$ cat config.mk
export PLATFORM = sky130hd
export DESIGN_NAME = qpsk_slicer_packer
export DESIGN_NICKNAME = d
export VERILOG_FILES = /design/src/rtl/qpsk_slicer_packer.sv
export SDC_FILE = /design/constraint.sdc
export NUM_CORES = 1
export LEC_CHECK = 0
export CAP_MARGIN = 5
export CORE_MARGIN = 2
export CORE_UTILIZATION = 54
export CTS_BUF_LIST = sky130_fd_sc_hd__clkbuf_8 sky130_fd_sc_hd__clkbuf_16
export DETAILED_ROUTE_END_ITERATION = 16
export GPL_TIMING_DRIVEN = 0
export PLACE_DENSITY = 0.84
export SETUP_SLACK_MARGIN = 0.4
export SYNTH_ARGS = -nofsm -noshare
export SYNTH_HDL_FRONTEND = slang
export SYNTH_SLANG_ARGS = --single-unit
$ cat constraint.sdc
create_clock -name clk -period 2.7 [get_ports clk]
set_clock_uncertainty 0.05 [all_clocks]
set_input_delay 0.54 -clock clk [delete_from_list [all_inputs] [get_ports clk]]
set_output_delay 0.54 -clock clk [all_outputs]
set_load 0.02 [all_outputs]
$ cat src/rtl/qpsk_slicer_packer.sv
// QPSK hard slicer and symbol packer: slices each IQ sample by sign into a 2-bit
// symbol and packs SYMS_PER_WORD symbols per output word, flushing partial words on tlast.
module qpsk_slicer_packer #(
    parameter int WIDTH         = 32,
    parameter int SYMS_PER_WORD = 16
) (
    input  logic                                   clk,
    input  logic                                   reset_n,
    input  logic [WIDTH-1:0]                       i_tdata,
    input  logic                                   i_tlast,
    input  logic                                   i_tvalid,
    output logic                                   i_tready,
    output logic [2*SYMS_PER_WORD-1:0]             o_tdata,
    output logic [$clog2(SYMS_PER_WORD+1)-1:0]     o_tuser,
    output logic                                   o_tlast,
    output logic                                   o_tvalid,
    input  logic                                   o_tready
);

    localparam int OW = 2 * SYMS_PER_WORD;
    localparam int UW = $clog2(SYMS_PER_WORD + 1);
    localparam int CW = $clog2(SYMS_PER_WORD);

    typedef enum logic {
        ACCUM = 1'b0,
        HOLD  = 1'b1
    } state_t;

    state_t          state_q, state_d;
    logic [OW-1:0]   acc_q, acc_d;
    logic [CW-1:0]   fill_q, fill_d;
    logic [OW-1:0]   data_q, data_d;
    logic [UW-1:0]   user_q, user_d;
    logic            last_q, last_d;

    logic [1:0]      sym;
    logic [OW-1:0]   merged;
    logic            accept;
    logic            complete;
    logic            out_xfer;

    // Sign bits of I (upper half) and Q (lower half); zero slices as non-negative.
    function automatic logic [1:0] slice(input logic [WIDTH-1:0] sample);
        return {sample[WIDTH-1], sample[WIDTH/2-1]};
    endfunction

    // First-arrived symbol sits in the MSBs, so slot k maps to bit pair SYMS_PER_WORD-1-k.
    function automatic logic [OW-1:0] place(input logic [OW-1:0] word,
                                            input logic [CW-1:0] slot,
                                            input logic [1:0]    s);
        logic [OW-1:0] w;
        w = word;
        for (int k = 0; k < SYMS_PER_WORD; k++) begin
            if (slot == CW'(k)) begin
                w[2*(SYMS_PER_WORD-1-k) +: 2] = s;
            end
        end
        return w;
    endfunction

    assign o_tvalid = (state_q == HOLD);
    assign o_tdata  = data_q;
    assign o_tuser  = user_q;
    assign o_tlast  = last_q;

    assign i_tready = ~o_tvalid | o_tready;
    assign accept   = i_tvalid & i_tready;
    assign out_xfer = o_tvalid & o_tready;
    assign complete = accept & ((fill_q == CW'(SYMS_PER_WORD - 1)) | i_tlast);

    assign sym      = slice(i_tdata);
    assign merged   = place(acc_q, fill_q, sym);

    always_comb begin
        state_d = state_q;
        acc_d   = acc_q;
        fill_d  = fill_q;
        data_d  = data_q;
        user_d  = user_q;
        last_d  = last_q;

        if (accept) begin
            if (complete) begin
                acc_d  = '0;
                fill_d = '0;
            end else begin
                acc_d  = merged;
                fill_d = fill_q + CW'(1);
            end
        end

        // A completing beat reloads the output register even while the previous
        // word is leaving, which keeps back-to-back words bubble-free.
        if (complete) begin
            state_d = HOLD;
            data_d  = merged;
            user_d  = UW'(fill_q) + UW'(1);
            last_d  = i_tlast;
        end else if (out_xfer) begin
            state_d = ACCUM;
        end
    end

    always_ff @(posedge clk or negedge reset_n) begin
        if (!reset_n) begin
            state_q <= ACCUM;
            acc_q   <= '0;
            fill_q  <= '0;
            data_q  <= '0;
            user_q  <= '0;
            last_q  <= 1'b0;
        end else begin
            state_q <= state_d;
            acc_q   <= acc_d;
            fill_q  <= fill_d;
            data_q  <= data_d;
            user_q  <= user_d;
            last_q  <= last_d;
        end
    end

endmodule

==> impl_metrics.ini <==
[floorplanning]
dieHeight_um = 84.9
start_util_pct = 55.7
dieArea_um2 = 7210
fp.dieW_um = 84.9
io_pins = 77
num_rows = 29
core_area_um2 = 6350

[sta]
min_period_ns = 2.23
period_share_pct = 82.5
tightestPinTransition_ns = 0.551
finalSetupTns_ns = 0
fmax_mhz = 449
hold_slack_ns = 0.446
rsz0062_at_grt = no
setup_viol = 0
slew_headroom_pct = 63.3
final-hold-violation-count = 0
maxSlewViolCount = 0

[cts]
cts_buffers = 9
h-tree-depth = 3
insertion_delay_ns = 0.35
cts.sinks = 75
cts_tree = done
root_buffer = clkbuf_8
clk_path_buf_depth = 2
path_clk_slew_ns = 0.08

[synth]
syn_area_um2 = 3540
muxShareOfSynthArea_pct = 13.5
async_flop_share_pct = 100
synth_ff_type = dfrtp_1
synth_edf_count = 0
synthXorXnorAreaFrac_pct = 0.495
synthCells = 287
synth.distinct_cells = 32
post-synth-top-count-cell = dfrtp_1
synth_top_cells_by_area = dfrtp_1, a31oi_1, mux2i_1, o2bb2ai_1, mux2_2
synth_adder_area_share_pct = 1.77
ys_seq_elements = 75
syn_avg_cell_area_um2 = 12.3
ys_seq_area_share_pct = 53.1
synthesis.nets = 329
synth-simple-area-share_pct = 6.72
synth_top_family_by_area = compound AO/OA/AOI/OAI gates
yosysWarnings = 0
synth_area_leader_cell = dfrtp_1
synth_top_area_share_pct = 53.1
synth_compound_area_share_pct = 19.8
netlist_top_cells_count = dfrtp_1, a31oi_1, o2bb2ai_1, mux2i_1, buf_2

[route]
route.detailed.drc = 0
wl_per_cell_um = 19.2
vias_per_cell = 6.38
num_vias = 2718
drtIter0Drc = 231
wl_mm = 8.18
ant_nets = 0
drt_first_pass_iters = 4

[layout]
multi_input_area_um2 = 1500
fillerInstances = 469
design_area_um2 = 4320
nNetsFinal = 387
regArea_um2 = 1880
drive_gt1_share_pct = 20.6
final_util_pct = 68.1
diodes = 0
area_growth_syn_to_layout_pct = 22.3

[placement]
gp_congestion = 0.902
port_buffers = 45
dp_hpwl_mm = 5.66
placed_area_um2 = 4110

[grt]
grt_max_degree = 63
grt_pass1_wl_mm = 13.4
grtUsageTotal_pct = 23.7
antenna_found_initial = 0
grt_overflow = 0
grt_pass1_vias = 2735

[power]
fin_total_pwr_mw = 2.78
power_leakage_nw = 1.96
power_density_nw_per_um2 = 643
ir_worst_vdd_uv = 505

[setup_path]
slowest_stage = clkdlybuf4s50_1
path_delay_family = buffers and inverters
criticalPathCategory = input pin to output pin
path_buf_inv = 4
crit_arrival_ns = 1.64
crit_path_end_kind = output pin
start_kind = input pin
cp_max_fo = 10
critPathMostFrequentCell = buf_4
slowest_delay_ns = 0.45
worstPathCellList = clkdlybuf4s50_1 > nand2b_4 > buf_6 > buf_4 > buf_4
critPathRequiredTime_ns = 2.11

[hold_path]
hold_class = flip-flop to flip-flop

[outcome]
status = finished, final reports clean

[run]
cap_violations = 0
==> final timing paths <==
kind / startpoint / endpoint / slack (ns) / cells past startpoint
setup reg to reg: fill_q[0]$_DFFE_PN0P_ / o_tdata[5]$_DFFE_PN0P_ / 0.80 / 6
setup / recovery: o_tready / i_tready / 0.47 / 5
max in group asynchronous: reset_n / fill_q[1]$_DFFE_PN0P_ / 1.52 / 3
hold / removal: acc_q[27]$_DFFE_PN0P_ / acc_q[27]$_DFFE_PN0P_ / 0.45 / 1
min in group asynchronous: reset_n / o_tuser[1]$_DFFE_PN0P_ / 0.53 / 2
hold reg to reg: acc_q[27]$_DFFE_PN0P_ / acc_q[27]$_DFFE_PN0P_ / 0.45 / 1
==> routing by layer <==
layer | track usage (%) | vias to the layer above | share of wire, %
met5 | 0 | - | 0
met4 | 12.1 | 0 | 2.4
met3 | 3.02 | 21 | 5.1
met2 | 37.9 | 110 | 49
met1 | 32.2 | 1376 | 43
li1 | - | 1211 | -
==> power breakdown <==
group / internal, mW / switching [mW]
clock: 0.444 / 0.410
sequential: 1.22 / 0.0618
combinational: 0.281 / 0.358
==> final cells by class <==
cell class | count | share of cell area [%]
repair buffers | 47 | 11.2
flip-flops and latches | 75 | 43.4
plain buffers | 32 | 3.82
inverters | 2 | 0.174
clock inverters | 5 | 1.27
multi-input cells | 178 | 34.8
well taps | 77 | 2.23
clock buffers | 10 | 3.18
==> cell usage in the layout (no fill, tap or decap), drive strengths merged, types with 10 or more instances in the layout <==
| master | synthesis | layout |
|---|---|---|
| dfrtp | 75 | 75 |
| a31oi | 47 | 47 |
| clkdlybuf4s50 | 0 | 43 |
| o2bb2ai | 24 | 24 |
| mux2i | 23 | 23 |
| buf | 20 | 23 |
| clkbuf | 12 | 22 |
| mux2 | 20 | 20 |
| a31o | 10 | 10 |
==> registers in the layout, summed over array words and instances, names as in the netlist <==
name / cells
o_tvalid: 1
o_tdata: 32
fill_q: 4
acc_q: 32
o_tuser: 5
o_tlast: 1
==> kinds of logic (layout without fill, tap and decap cells) <==
| family | count (synthesis) | in the layout |
|---|---|---|
| compound gates | 95 | 95 |
| flops | 75 | 75 |
| mux | 43 | 43 |
| buf+inv | 34 | 96 |
| simple gates | 33 | 33 |
| fa+ha+maj | 5 | 5 |
| xor+xnor | 2 | 2 |
==> timing repair <==
action | CTS | global route
setup endpoints to repair | 1 | 1
setup buffers | 0 | 0
hold endpoints to repair | 13 | 0
hold buffers | 1 | 0
gates resized for setup | 8 | 2
==> per-stage QoR <==
step / setup slack, ns / std cells
floorplan: 0.950 / 287
global placement: -1.48 / 409
detailed placement: -0.264 / 410
CTS: 0.412 / 426
global route: 0.429 / 426
finish: 0.473 / 426
No activity file was read; power rests on OpenSTA's default activity.
